[src/rtl/pxie_c2h_read_ctrl.sv]
// pxie_c2h_read_ctrl
//   Card-to-host read engine. A one-cycle start strobe latches a word address
//   and a length; the block then streams that many RAM words out through a
//   small output FIFO with valid/ready handshaking. Reads are only issued
//   while the FIFO has room for every read already in flight, so RAM data
//   (which cannot be stalled) is never lost.
//
//   Optional feature: define PXIE_C2H_HEADER_EN to prepend one header word
//   {64'h0, 16'heb9c, 16'h1010, length[15:0], address[15:0]} to each stream.
//
// Parameters
//   ADDR_W      RAM word-address width
//   DATA_W      RAM / stream data width
//   RD_LAT      RAM read latency in cycles (1..4)
//   FIFO_DEPTH  output FIFO depth, power of 2, >= RD_LAT+2
//
// Ports
//   I_PXIE_CLK, I_Rst_n          clock, asynchronous active-low reset
//   I_c2h_en/_addr/_len          start strobe with address and length
//   O_ram_rden/_addr, I_ram_rdata RAM read port (data RD_LAT cycles later)
//   O_c2h_data/_vld, I_c2h_rdy   output stream
//   O_busy, O_done, O_start_drop status: busy, completion pulse, ignored start
module pxie_c2h_read_ctrl #(
  parameter int ADDR_W     = 16,
  parameter int DATA_W     = 128,
  parameter int RD_LAT     = 2,
  parameter int FIFO_DEPTH = 8
) (
  input  logic              I_PXIE_CLK,
  input  logic              I_Rst_n,
  input  logic              I_c2h_en,
  input  logic [15:0]       I_c2h_addr,
  input  logic [15:0]       I_c2h_len,
  output logic              O_ram_rden,
  output logic [ADDR_W-1:0] O_ram_addr,
  input  logic [DATA_W-1:0] I_ram_rdata,
  output logic [DATA_W-1:0] O_c2h_data,
  output logic              O_c2h_vld,
  input  logic              I_c2h_rdy,
  output logic              O_busy,
  output logic              O_done,
  output logic              O_start_drop
);

  localparam int PTR_W = $clog2(FIFO_DEPTH);
  localparam int CNT_W = PTR_W + 1;
`ifdef PXIE_C2H_HEADER_EN
  localparam int HDR_EN = 1;
`else
  localparam int HDR_EN = 0;
`endif

  typedef enum logic [4:0] {
    S_IDLE  = 5'b00001,
    S_HDR   = 5'b00010,
    S_READ  = 5'b00100,
    S_DRAIN = 5'b01000,
    S_DONE  = 5'b10000
  } state_t;

  state_t state_reg, state_next;

  logic [ADDR_W-1:0] addr_reg;
  logic [15:0]       hdr_addr_reg;
  logic [16:0]       len_reg, total_reg, issued_reg, xfer_reg;
  logic [RD_LAT-1:0] dly_reg;
  logic [CNT_W-1:0]  inflight_reg, count_reg;
  logic [PTR_W-1:0]  wr_ptr_reg, rd_ptr_reg;
  logic [DATA_W-1:0] mem [FIFO_DEPTH];

  logic start_ok, can_issue, rd_go, hdr_wr, data_wr, push, pop, xfer_all;
  logic [DATA_W-1:0] hdr_word;

  assign start_ok = I_c2h_en && (state_reg == S_IDLE);
  // Credit: reads in flight plus words already buffered must fit in the FIFO.
  assign can_issue = (issued_reg < len_reg) &&
                     (({1'b0, inflight_reg} + {1'b0, count_reg}) < (CNT_W+1)'(FIFO_DEPTH));
  assign rd_go    = (state_reg == S_READ) && can_issue;
  assign hdr_wr   = (state_reg == S_HDR);
  assign data_wr  = dly_reg[RD_LAT-1];
  assign push     = hdr_wr || data_wr;
  assign pop      = O_c2h_vld && I_c2h_rdy;
  // Last word leaves this cycle, or everything had already left (short or
  // header-only streams can finish before DRAIN is reached).
  assign xfer_all = (xfer_reg + {16'd0, pop}) == total_reg;
  assign hdr_word = DATA_W'({16'heb9c, 16'h1010, len_reg[15:0], hdr_addr_reg});

  // State register
  always_ff @(posedge I_PXIE_CLK or negedge I_Rst_n) begin
    if (!I_Rst_n) state_reg <= S_IDLE;
    else          state_reg <= state_next;
  end

  // Next-state logic
  always_comb begin
    state_next = state_reg;
    unique case (state_reg)
      S_IDLE: begin
`ifdef PXIE_C2H_HEADER_EN
        if (I_c2h_en) state_next = S_HDR;
`else
        // Zero-length transfer has nothing to read or drain: finish at once.
        if (I_c2h_en) state_next = (I_c2h_len == 16'd0) ? S_DRAIN : S_READ;
`endif
      end
      S_HDR:   state_next = S_READ;
      S_READ:  if (issued_reg == len_reg) state_next = S_DRAIN;
      S_DRAIN: if (xfer_all) state_next = S_DONE;
      S_DONE:  state_next = S_IDLE;
      default: state_next = S_IDLE;
    endcase
  end

  // Output logic
  always_comb begin
    O_ram_rden   = rd_go;
    O_ram_addr   = addr_reg;
    O_busy       = (state_reg != S_IDLE);
    O_done       = (state_reg == S_DONE);
    O_start_drop = I_c2h_en && (state_reg != S_IDLE);
    O_c2h_vld    = (count_reg != '0);
    O_c2h_data   = O_c2h_vld ? mem[rd_ptr_reg] : '0;
  end

  // Transfer bookkeeping
  always_ff @(posedge I_PXIE_CLK or negedge I_Rst_n) begin
    if (!I_Rst_n) begin
      addr_reg     <= '0;
      hdr_addr_reg <= '0;
      len_reg      <= '0;
      total_reg    <= '0;
      issued_reg   <= '0;
      xfer_reg     <= '0;
    end else if (start_ok) begin
      addr_reg     <= ADDR_W'(I_c2h_addr);
      hdr_addr_reg <= I_c2h_addr;
      len_reg      <= {1'b0, I_c2h_len};
      total_reg    <= {1'b0, I_c2h_len} + 17'(HDR_EN);
      issued_reg   <= '0;
      xfer_reg     <= '0;
    end else begin
      if (rd_go) begin
        addr_reg   <= addr_reg + ADDR_W'(1);
        issued_reg <= issued_reg + 17'd1;
      end
      if (pop) xfer_reg <= xfer_reg + 17'd1;
    end
  end

  // Delay line of read enables: a set bit at the end marks valid RAM data.
  genvar gi;
  generate
    for (gi = 0; gi < RD_LAT; gi++) begin : g_dly
      if (gi == 0) begin : g_head
        always_ff @(posedge I_PXIE_CLK or negedge I_Rst_n) begin
          if (!I_Rst_n) dly_reg[gi] <= 1'b0;
          else          dly_reg[gi] <= rd_go;
        end
      end else begin : g_tail
        always_ff @(posedge I_PXIE_CLK or negedge I_Rst_n) begin
          if (!I_Rst_n) dly_reg[gi] <= 1'b0;
          else          dly_reg[gi] <= dly_reg[gi-1];
        end
      end
    end
  endgenerate

  // FIFO pointers, occupancy and in-flight read count
  always_ff @(posedge I_PXIE_CLK or negedge I_Rst_n) begin
    if (!I_Rst_n) begin
      wr_ptr_reg   <= '0;
      rd_ptr_reg   <= '0;
      count_reg    <= '0;
      inflight_reg <= '0;
    end else begin
      inflight_reg <= inflight_reg + CNT_W'(rd_go) - CNT_W'(data_wr);
      count_reg    <= count_reg + CNT_W'(push) - CNT_W'(pop);
      if (push) wr_ptr_reg <= wr_ptr_reg + PTR_W'(1);
      if (pop)  rd_ptr_reg <= rd_ptr_reg + PTR_W'(1);
    end
  end

  // FIFO storage (no reset; contents are only visible while occupied)
  always_ff @(posedge I_PXIE_CLK) begin
    if (push) mem[wr_ptr_reg] <= hdr_wr ? hdr_word : I_ram_rdata;
  end

endmodule

[config.mk]
export PLATFORM = sky130hd
export DESIGN_NAME = pxie_c2h_read_ctrl
export DESIGN_NICKNAME = d
export VERILOG_FILES = /design/src/rtl/pxie_c2h_read_ctrl.sv
export SDC_FILE = /design/constraint.sdc
export NUM_CORES = 1
export LEC_CHECK = 0
export BUFFER_PORTS_ARGS = -buffer_cell sky130_fd_sc_hd__clkbuf_2
export CAP_MARGIN = 5
export CORE_MARGIN = 8
export CORE_UTILIZATION = 36
export DETAILED_ROUTE_END_ITERATION = 8
export PLACE_DENSITY = 0.56
export SLEW_MARGIN = 20
export SYNTH_ARGS = -nofsm -noshare
export SYNTH_HDL_FRONTEND = slang
export SYNTH_SLANG_ARGS = --single-unit
[constraint.sdc]
create_clock -name I_PXIE_CLK -period 13.7 [get_ports I_PXIE_CLK]
set_input_delay 2.055 -clock I_PXIE_CLK [delete_from_list [all_inputs] [get_ports I_PXIE_CLK]]
set_output_delay 2.055 -clock I_PXIE_CLK [all_outputs]
set_load 0.005 [all_outputs]
==> reports/qor.yml <==
yosys.area_share.simple_pct: 3.781
synth_top_family_by_area: "multiplexers"
regArea_um2: 32910
r2r_setup_slack_ns: 9.43
rsz0062_at_grt: "false"
crit_start: "rd_ptr_reg[1]"
max_freq_mhz: 149.7
yosysUniqueCellTypes: 58
cp_data_arrival_time_ns: 4.63
cp-endpoint: "O_c2h_data[1]"
die_x_um: 365.0
cts_resized: 0
post_cts_buffers: 0
critPathKind: "flip-flop to output pin"
cts_buffers: 116
clk_pin_slew_ns: 0.06
finalHoldViolCount: 0
synthCells: 2207
end_kind: "output pin"
synth.yosys.seq_area_share_pct: 75.04
num_rows: 128
core_area_um2: 121400
relSlewSlack_pct: 25.85
drc: 0
drt-total-wl_um: 103300
htreeDepth: 3
hold_class: "flip-flop to flip-flop"
holdBufCountCts: 0
hpwl_um: 58830
gp_congestion: 0.7941
largest_register_ffs: 1024
synth_area_per_cell_um2: 19.87
grt_pass1_wl_um: 154100
synth_area_leader_cell: "edfxtp_1"
synth-compound-area-share_pct: 1.475
r2r-start: "count_reg[2]"
grt_pass1_vias: 23610
fin_setup_tns_ns: 0
clock-sinks: 1110
total_power_mw: 9.284
grt-ovfl-total: 0
finalCritPeriodShare_pct: 48.77
ys_warn_count: 0
dr.pass1.iters: 6
max-vdd-ir-drop_mv: 0.1561
port_buffers: 312
nets: 2769
drtIter0Drc: 1211
max-cap-violations: 0
grt_usage_pct: 15.29
r2r-end: "state_reg[4]"
synth_edf_count: 1024
multiInputGateArea_um2: 10420
synth-adder-area-share_pct: 1.090
fillers: 10790
setup_viol: 0
die-area_um2: 133200
grt_max_degree: 135
cts_tree: "done"
drv_slew: 0
clock_skew_ns: 0.05385
start_kind: "flip-flop"
yosysTopAreaCellShare_pct: 70.13
vias: 21970
syn2layout_area_growth_pct: 16.78
synth_common_cells: "edfxtp_1 (1024), mux4_2 (256), nor2_1 (174), mux2i_1 (129), dfrtp_1 (85)"
synth_ff_type: "edfxtp_1"
synth_area_um2: 43850
final_antenna_net_count: 0
worst_slew_pin_slew_ns: 1.112
via_per_inst: 5.108
start_util_pct: 36.12
required_ns: 11.64
worst_skew_pair.late_latency_ns: 0.69
synthArstFlopShare_pct: 7.748
wl_per_cell_um: 24.01
period_minus_slack_ns: 6.682
status: "completed"
drive_above_1_share_pct: 29.89
syn_nets: 2408
clockRootBuffer: "clkbuf_16"
synth_xor_area_share_pct: 1.119
power_density_nw_per_um2: 181.3
io_pins: 313
synthMuxAreaShare_pct: 16.15
clock_path_buffers: 3
synth.ff_latch_count: 1110
synthTopCellsByArea: "edfxtp_1 (70%), mux4_2 (13%), dfrtp_1 (4.9%)"
critical_path.max_fanout: 68
yosysMostFrequentCell: "edfxtp_1"
p_leak_nw: 17.49
rr_worst_depth: 14
die_h_um: 365.0
antenna_found_initial: 25
-- cell usage in the layout, fill, tap and decap left out, types with 4 or more instances in the layout --
cell type	instances
edfxtp_1	1024
clkbuf_2	311
mux4_2	256
nor2_1	168
mux2i_1	129
clkbuf_16	116
dfrtp_1	82
nand2_1	63
inv_1	44
o21ai_0	39
xnor2_1	37
buf_4	37
ha_1	35
a21oi_1	33
clkinv_1	31
clkinv_2	26
nand3_1	20
nor4_1	20
xor2_1	19
clkbuf_1	19
diode_2	14
nand4_1	12
bufinv_16	10
or3_1	9
or4_1	9
o31ai_1	9
nor3_1	8
nor2_4	6
nand3b_1	6
nand2b_1	5
a21o_1	4
and3_1	4
nor4b_1	4
clkinvlp_4	4
-- per-layer routing --
layer	GRT usage (%)	up-vias	wire length, um
li1	-	9664	-
met1	20.05	11660	44050
met2	25.89	520	51470
met3	3.683	121	6299
met4	3.466	14	1380
met5	0	-	90
-- power breakdown --
group          leakage, nW  switching, mW  internal (mW)
sequential            10.1          0.135           3.73
combinational         5.58           1.22           1.17
clock                 1.81           1.30           1.74
total                 17.5           2.65           6.64
-- logic make-up after synthesis --
logic type	after synthesis
AOI/OAI and AO/OA	108
xor gates and xnor gates	56
adders and majority gates	37
buffers and inverters	155
DFF	1110
muxes	387
and+or+nand+nor	354
-- critical path, cell delays in order (launching register included) --
cell	delay, ns
dfrtp_4	1.11
buf_4	0.83
buf_4	0.85
mux4_2	0.36
mux2i_1	0.07
nor2_1	0.36
clkbuf_2	0.20
-- stage by stage --
step	hold slack [ns]	setup WS [ns]	cell area, um^2	utilization, %	instances
2_1_floorplan	0.3312	3.712	43850	-	2207
3_3_place_gp	0.3398	7.809	47430	39.07	4074
3_5_place_dp	0.3427	7.754	47440	39.08	4074
4_1_cts	0.3652	6.931	51140	42.13	4287
5_1_grt	0.3760	6.778	51170	42.15	4289
6_report	0.3582	7.018	51210	42.18	4302
-- layout make-up --
cell class,instances,area share [%]
Clock buffer,135,5.808
Multi-Input combinational cell,942,20.35
Tap cell,1625,3.971
Timing Repair Buffer,353,3.775
Clock inverter,78,1.422
Inverter,45,0.3299
Sequential cell,1110,64.28
Antenna cell,14,0.06842
-- how the worst min path moves through the flow --
stage	startpoint	endpoint	slack (ns)	cells after the start
2_1_floorplan	dly_reg[0]	data_wr	0.33	0
3_3_place_gp	dly_reg[0]	data_wr	0.34	0
3_5_place_dp	dly_reg[0]	data_wr	0.34	0
4_1_cts	dly_reg[0]	data_wr	0.37	0
5_1_grt	dly_reg[0]	data_wr	0.38	0
6_report	dly_reg[0]	data_wr	0.36	0
Note: power is estimated with default switching activity, not from simulation.
